$ cat config.mk
export PLATFORM = sky130hd
export DESIGN_NAME = spi_midi_host
export DESIGN_NICKNAME = d
export VERILOG_FILES = /design/src/rtl/spi_midi_host.sv
export SDC_FILE = /design/constraint.sdc
export NUM_CORES = 1
export LEC_CHECK = 0
export CAP_MARGIN = 20
export CORE_AREA = 2 2 101 74
export DETAILED_ROUTE_END_ITERATION = 16
export DIE_AREA = 0 0 103 76
export PLACE_DENSITY = 0.89
export SLEW_MARGIN = 0
export SYNTH_ARGS = -nofsm -noshare
export SYNTH_HDL_FRONTEND = slang
export SYNTH_SLANG_ARGS = --single-unit
$ cat constraint.sdc
create_clock -name clk -period 3.1 [get_ports clk]
set_input_delay 0.62 -clock clk [delete_from_list [all_inputs] [get_ports clk]]
set_output_delay 0.62 -clock clk [all_outputs]
set_load 0.01 [all_outputs]
$ cat src/rtl/spi_midi_host.sv
// SPI mode-0 host for the 24-bit MIDI link: writes tx words, reads status words on read_needed.
// Latency: a transfer occupies 50*HALF_PERIOD cycles with csn low, then GAP_CYCLES with csn high.
// Backpressure: tx_ready is high only in IDLE; read_needed is only looked at in IDLE.
module spi_midi_host #(
    parameter int HALF_PERIOD = 4,
    parameter int GAP_CYCLES  = 8
) (
    input  logic        clk,
    input  logic        reset,
    output logic        spi_csn,
    output logic        spi_clk,
    output logic        spi_mosi,
    input  logic        spi_miso,
    output logic        spi_write_en,
    input  logic        read_needed,
    input  logic [23:0] tx_data,
    input  logic        tx_valid,
    output logic        tx_ready,
    output logic [23:0] rx_data,
    output logic        rx_valid
);

    typedef enum logic [2:0] {
        S_IDLE,
        S_SETUP,
        S_LOW,
        S_HIGH,
        S_HOLD,
        S_GAP
    } state_t;

    localparam logic [7:0] HALF_M1 = 8'(HALF_PERIOD - 1);
    localparam logic [7:0] GAP_M1  = 8'(GAP_CYCLES - 1);

    state_t      state_q, state_d;
    logic [7:0]  cnt_q, cnt_d;
    logic [4:0]  bit_q, bit_d;
    logic [23:0] tx_shift_q, tx_shift_d;
    logic [23:0] rx_shift_q, rx_shift_d;
    logic [23:0] rx_data_q, rx_data_d;
    logic        rx_valid_q, rx_valid_d;
    logic        wen_q, wen_d;
    logic        miso_q, miso_d;
    logic        phase_done;
    logic        xfer_active;

    assign phase_done  = (cnt_q == 8'd0);
    assign xfer_active = (state_q == S_SETUP) || (state_q == S_LOW) ||
                         (state_q == S_HIGH)  || (state_q == S_HOLD);

    // Pins decode straight from the registered state; mosi is forced low outside the frame.
    assign spi_csn      = ~xfer_active;
    assign spi_clk      = (state_q == S_HIGH);
    assign spi_mosi     = xfer_active & tx_shift_q[0];
    assign spi_write_en = wen_q;
    assign tx_ready     = (state_q == S_IDLE) & ~reset;
    assign rx_data      = rx_data_q;
    assign rx_valid     = rx_valid_q;

    // Next-state logic: phase counter runs down to zero, then the FSM advances one phase.
    always_comb begin
        state_d    = state_q;
        cnt_d      = cnt_q;
        bit_d      = bit_q;
        tx_shift_d = tx_shift_q;
        rx_shift_d = rx_shift_q;
        rx_data_d  = rx_data_q;
        rx_valid_d = 1'b0;
        wen_d      = wen_q;
        miso_d     = spi_miso;
        unique case (state_q)
            S_IDLE: begin
                if (tx_valid) begin
                    tx_shift_d = tx_data;
                    wen_d      = 1'b1;
                    bit_d      = 5'd0;
                    cnt_d      = HALF_M1;
                    state_d    = S_SETUP;
                end else if (read_needed) begin
                    tx_shift_d = 24'd0;
                    wen_d      = 1'b0;
                    bit_d      = 5'd0;
                    cnt_d      = HALF_M1;
                    state_d    = S_SETUP;
                end
            end
            S_SETUP: begin
                cnt_d = phase_done ? HALF_M1 : cnt_q - 8'd1;
                if (phase_done) state_d = S_LOW;
            end
            S_LOW: begin
                cnt_d = phase_done ? HALF_M1 : cnt_q - 8'd1;
                if (phase_done) begin
                    // miso_q holds the value seen on the final LOW cycle
                    rx_shift_d = {miso_q, rx_shift_q[23:1]};
                    state_d    = S_HIGH;
                end
            end
            S_HIGH: begin
                cnt_d = phase_done ? HALF_M1 : cnt_q - 8'd1;
                if (phase_done) begin
                    tx_shift_d = tx_shift_q >> 1;
                    if (bit_q == 5'd23) begin
                        state_d = S_HOLD;
                    end else begin
                        bit_d   = bit_q + 5'd1;
                        state_d = S_LOW;
                    end
                end
            end
            S_HOLD: begin
                cnt_d = phase_done ? GAP_M1 : cnt_q - 8'd1;
                if (phase_done) begin
                    state_d = S_GAP;
                    if (!wen_q) begin
                        rx_data_d  = rx_shift_q;
                        rx_valid_d = 1'b1;
                    end
                end
            end
            S_GAP: begin
                cnt_d = phase_done ? 8'd0 : cnt_q - 8'd1;
                if (phase_done) begin
                    wen_d   = 1'b0;
                    state_d = S_IDLE;
                end
            end
            default: state_d = S_IDLE;
        endcase
    end

    // State and datapath registers with synchronous reset.
    always_ff @(posedge clk) begin
        if (reset) begin
            state_q    <= S_IDLE;
            cnt_q      <= 8'd0;
            bit_q      <= 5'd0;
            tx_shift_q <= 24'd0;
            rx_shift_q <= 24'd0;
            rx_data_q  <= 24'd0;
            rx_valid_q <= 1'b0;
            wen_q      <= 1'b0;
            miso_q     <= 1'b0;
        end else begin
            state_q    <= state_d;
            cnt_q      <= cnt_d;
            bit_q      <= bit_d;
            tx_shift_q <= tx_shift_d;
            rx_shift_q <= rx_shift_d;
            rx_data_q  <= rx_data_d;
            rx_valid_q <= rx_valid_d;
            wen_q      <= wen_d;
            miso_q     <= miso_d;
        end
    end

endmodule

# Word-level counts from Yosys, hierarchy flattened

Index checks and enable logic that the tools add are counted.

Reductions and logical operators: 17
Add/sub/neg operators: 2
Mux-type cells: 29
Bitwise logic cells: 7
Eq/ne operators: 13

Operators with widths:

| operator                                                           | count |
|---|---|
| 24-bit 2-to-1 mux                                                  | 3 |
| 24-bit case mux with 2 select lines                                | 1 |
| 8-bit 2-to-1 mux                                                   | 5 |
| 8-bit case mux with 4 select lines                                 | 1 |
| 3-bit 2-to-1 mux                                                   | 8 |
| 5-bit 2-to-1 mux                                                   | 4 |
| 3-bit case mux with 6 select lines                                 | 1 |
| 2-bit inequality test, second input constant                       | 5 |
| 5-bit case mux with 2 select lines                                 | 1 |
| 3-bit AND reduction                                                | 3 |
| 8-bit zero test                                                    | 1 |
| 8-bit by 1-bit subtractor with 8-bit output, second input constant | 1 |
| 3-bit by 2-bit == test with 1-bit output, second input constant    | 2 |
| 3-bit == test, second input constant                               | 2 |
| 6-bit AND reduction                                                | 1 |
| 3-bit OR reduction                                                 | 2 |
| 5-bit by 1-bit adder with 5-bit output, second input constant      | 1 |
| 5-bit == test, second input constant                               | 1 |
| 1-bit NOT                                                          | 5 |
| 1-bit 2-to-1 mux                                                   | 4 |
| 2-bit AND reduction                                                | 2 |
| 4-bit AND reduction                                                | 1 |
| 2-bit nonzero test                                                 | 2 |
| 4-bit nonzero test                                                 | 1 |
| 7 further kinds                                                    | 10 |

Logic and storage cells: 77
Input port bits: 29
Register bits after elaboration: 91

# Depth between registers and ports, before layout

Depth in word-level cells: 5
Gate-level depth with buffers: 8

# Least setup slack after synthesis

Ideal clock, no wire load.

Path type: input -> output
Start: input reset
End: output tx_ready
Stages: 4
Data required time: 2.480 ns
Data arrival time: 1.453 ns
Path slack: 1.027 ns
Cells stage by stage: clkbuf_1 -> clkbuf_1 -> clkbuf_1 -> nor2_1

Word-level cells in the longest chain between the ends: 2

Ends and longest elaborated chain:

| what               | line | text |
|---|---|---|
| start: declaration | 9    | `input logic reset,` |
| 1-bit NOT          | 56   | `assign tx_ready = (state_q == S_IDLE) & ~reset;` |
| 1-bit AND          | 56   |  |
| end: declaration   | 18   | `output logic tx_ready,` |

Every way passes these cells.

# Worst setup path after layout

Start: register cnt_q[5]
End: register rx_data_q[9] (netlist: rx_data[9])

Word-level cells in the longest chain between the ends: 2

Ends and longest elaborated chain:

| what                          | line | text |
|---|---|---|
| start: declaration            | 36   | `logic [7:0] cnt_q, cnt_d;` |
| start signal: assignment      | 146  | `cnt_q <= cnt_d;` |
| 8-bit zero test               | 47   | `assign phase_done = (cnt_q == 8'd0);` |
| 3-bit AND reduction (no line) | --   |  |
| end signal: assignment        | 150  | `rx_data_q <= rx_data_d;` |
| end: declaration              | 40   | `logic [23:0] rx_data_q, rx_data_d;` |

Every way passes these cells.
A chain may end at the register's enable or synchronous reset.

==> flow_metrics.tcl <==
set metrics [dict create \
    run_status "complete, no violations" \
    final_min_period_over_clock_period_pct 84.2 \
    post-route-drc-count 0 \
    reg2regPathDepth 5 \
    setup_tns_ns 0 \
    synth_async_sr_flop_share_pct 0 \
    per_instance_average_area_after_synthesis_um2 8.05 \
    area_growth_pct 20.3 \
    postRouteWirelength_mm 8.45 \
    yosysTopAreaCell "dfxtp_1" \
    cts_buffer_depth 2 \
    critical-path-max-stage-delay_ns 0.82 \
    power.ir.vdd_worst_mv 0.272 \
    number_of_synthesized_flops_with_an_enable_pin 0 \
    clock_tree_from_tritoncts "built" \
    drt-vias-per-instance 5.52 \
    cts_setup_buffers 0 \
    num_antenna_cells 0 \
    cp_num_cells 5 \
    drtAntennaViolNets 0 \
    dr.first_iter.drc_count 283 \
    max-slew-margin-rel_pct 38.8 \
    drive_above_1_share_pct 5.62 \
    powerDensity_nw_per_um2 668 \
    synth.area.top_cells "dfxtp_1 (48%), nand2_1 (12%), a21oi_1 (7.6%), o21a_1 (4.5%), a31oi_1 (4.1%)" \
    synth-warning-count 0 \
    first_pass_grt_wire_length_mm 14.3 \
    fillers 578 \
    timing.clock.skew_ns 0.00730 \
    worst_flop_to_flop_path_startpoint "cnt_q[5]$_SDFFE_PP0P_" \
    synth_seq_area_share_pct 47.8 \
    critPathSlowestCell "or3_1" \
    buffers_on_ports 58 \
    crit_path_cell_trace "nor4_1, nand3_1, or3_1, nand2_1, a21oi_1" \
    grtUsageTotal_pct 22.4 \
    setup_repair_after_global_routing_missed_its_margin "false" \
    final_util_pct 65.8 \
    cp_top_family "simple AND/OR/NAND/NOR gates" \
    leakage_component_of_the_power_uw 0.00156 \
    report.final.setup_viol 0 \
    final_cell_mix "nand2_1 (125), dfxtp_1 (91), a21oi_1 (58), clkdlybuf4s50_1 (57), nand3_1 (30)" \
    htreeDepth 3 \
    arrival_ns 2.81 \
    initial_utilization_pct 54.7 \
    syn-cell-area_um2 3810 \
    cts.sinks 91 \
    timing_max_transition_violations_final 0 \
    timing.critical_path.buf_inv 0 \
    cts.root.buffer_cell "clkbuf_8" \
    gp_congestion 0.865 \
    die-area_um2 7830 \
    synth_top_cell_area_share_pct 47.8 \
    netlist-cell-type-count 42 \
    timing.fmax_ghz 0.383 \
    rows 26 \
    cts_buffers 9 \
    synth_flop_cell "dfxtp_1" \
    first_global_vias 3098 \
    worstReg2RegEnd "rx_data[9]$_SDFFE_PP0P_" \
    number_of_gates_given_a_new_drive_strength_after_cts 0 \
    dieWidth_um 103 \
    drt_first_pass_iters 5 \
    worstMarginPinSlew_ns 0.915 \
    critPathCapture "rx_data[9]$_SDFFE_PP0P_" \
    critPathKind "reg -> reg" \
    synthCells 473 \
    critPathCaptureType "flop" \
    final_hold_fails 0 \
    hold_path.class "reg -> reg" \
    gr-total-overflow 0 \
    die_height_um 76 \
    worstSetupStartpointType "flop" \
    final.min_clock_period_ns 2.61 \
    core_um2 6960 \
    setup.reg_to_reg.worst_slack_ns 0.49 \
    route.vias.total 3389 \
    numnets_final 544 \
    detailed_route_wire_length_per_cell_um 13.8 \
    num_io_pins 59 \
    path_max_fanout 25 \
    hold_buffers 0 \
    final_common_cell "nand2_1" \
    postSynthNetCount 505 \
    yosys_register_bits 91 \
    crit_start "cnt_q[5]$_SDFFE_PP0P_" \
    design_power_total_uw 3060 \
    antenna_found_initial 0 \
    clk_latency_ns 0.35 \
    maxCapViolations 0 \
    hpwl_detailed_mm 5.50 \
    grt_start_max_net_pins 86 \
    clk_pin_slew_worst_paths_ns 0.08 \
    required_ns 3.30 \
]
[layer usage]
metal / vias up / track usage (%) / wire [um]
met5: - / 0 / 0
met4: 0 / 8.29 / 179
met3: 17 / 4.40 / 337
met2: 91 / 35.8 / 4110
met1: 1570 / 30.0 / 3830
li1: 1711 / - / -
[stage by stage]
step,hold slack [ns],instances,setup WS (ns),area (um2)
3_3_place_gp,0.425,599,0.627,4380
3_5_place_dp,0.427,599,0.539,4380
2_1_floorplan,0.417,473,1.03,3810
6_report,0.446,614,0.491,4580
4_1_cts,0.438,614,0.490,4580
5_1_grt,0.468,614,0.310,4580
[worst register-to-register path, delay by kind of cell (launching register included)]
kind               cells  cell delay, ns
DFF                    1            0.37
and+or+nand+nor        4            2.00
AOI/OAI and AO/OA      1            0.09
[cells in the mapped netlist (all sizes together) (2+ instances only)]
library cell and instances:
ha 3, o21a 23, mux2i 3, clkbuf 20, o21ai 2, nor2 25
dfxtp 91, or2 3, o31ai 2, nand2 125, or3 3, nor4 4
xor2 3, and3 5, buf 16, nand3 30, or4 4, a31oi 25
nand3b 2, xnor2 3, nand4 2, a21oi 58, inv 5, nor3 5
[power breakdown]
group,total (uW),switching (uW),leakage (uW),internal (uW)
clock network,804,409,0.0000950,394
registers,1430,116,0.000740,1310
logic,825,490,0.000726,336
[worst min-delay path by stage]
| stage | start | end | cells past startpoint | slack, ns |
|---|---|---|---|---|
| 6_report | miso_q$_SDFF_PP0_ | rx_shift_q[23]$_SDFFE_PP0P_ | 2 | 0.45 |
| 5_1_grt | miso_q$_SDFF_PP0_ | rx_shift_q[23]$_SDFFE_PP0P_ | 2 | 0.47 |
| 4_1_cts | miso_q$_SDFF_PP0_ | rx_shift_q[23]$_SDFFE_PP0P_ | 2 | 0.44 |
| 3_5_place_dp | miso_q$_SDFF_PP0_ | rx_shift_q[23]$_SDFFE_PP0P_ | 2 | 0.43 |
| 3_3_place_gp | miso_q$_SDFF_PP0_ | rx_shift_q[23]$_SDFFE_PP0P_ | 2 | 0.42 |
| 2_1_floorplan | miso_q$_SDFF_PP0_ | rx_shift_q[23]$_SDFFE_PP0P_ | 2 | 0.42 |
[final cells by class]
| cell class | count | area (um2) | area share, % |
|---|---|---|---|
| clock inverter | 5 | 62.6 | 1.37 |
| inverter | 5 | 18.8 | 0.410 |
| clock buffer | 10 | 138 | 3.00 |
| tap | 98 | 123 | 2.68 |
| timing repair buffer | 64 | 621 | 13.5 |
| sequential | 91 | 1820 | 39.8 |
| multi-input combinational | 341 | 1800 | 39.2 |
[registers in the layout, indices dropped and copies added (netlist names)]
name and cells:
bit_q 5, rx_data 24, rx_shift_q 24, tx_shift_q 24
miso_q 1, spi_write_en 1, cnt_q 8, state_q 3
rx_valid 1
[logic make-up after synthesis]
| group | count (synthesis) | synth area share, % |
|---|---|---|
| adder cells (fa/ha/maj) | 3 | 0.986 |
| multiplexers | 3 | 0.788 |
| AND/OR/NAND/NOR | 213 | 25.1 |
| buffers and inverters | 41 | 4.96 |
| XOR/XNOR | 6 | 1.38 |
| AO/OA/AOI/OAI | 116 | 18.9 |
| flip-flops | 91 | 47.8 |
(Power assumes the default switching activity.)
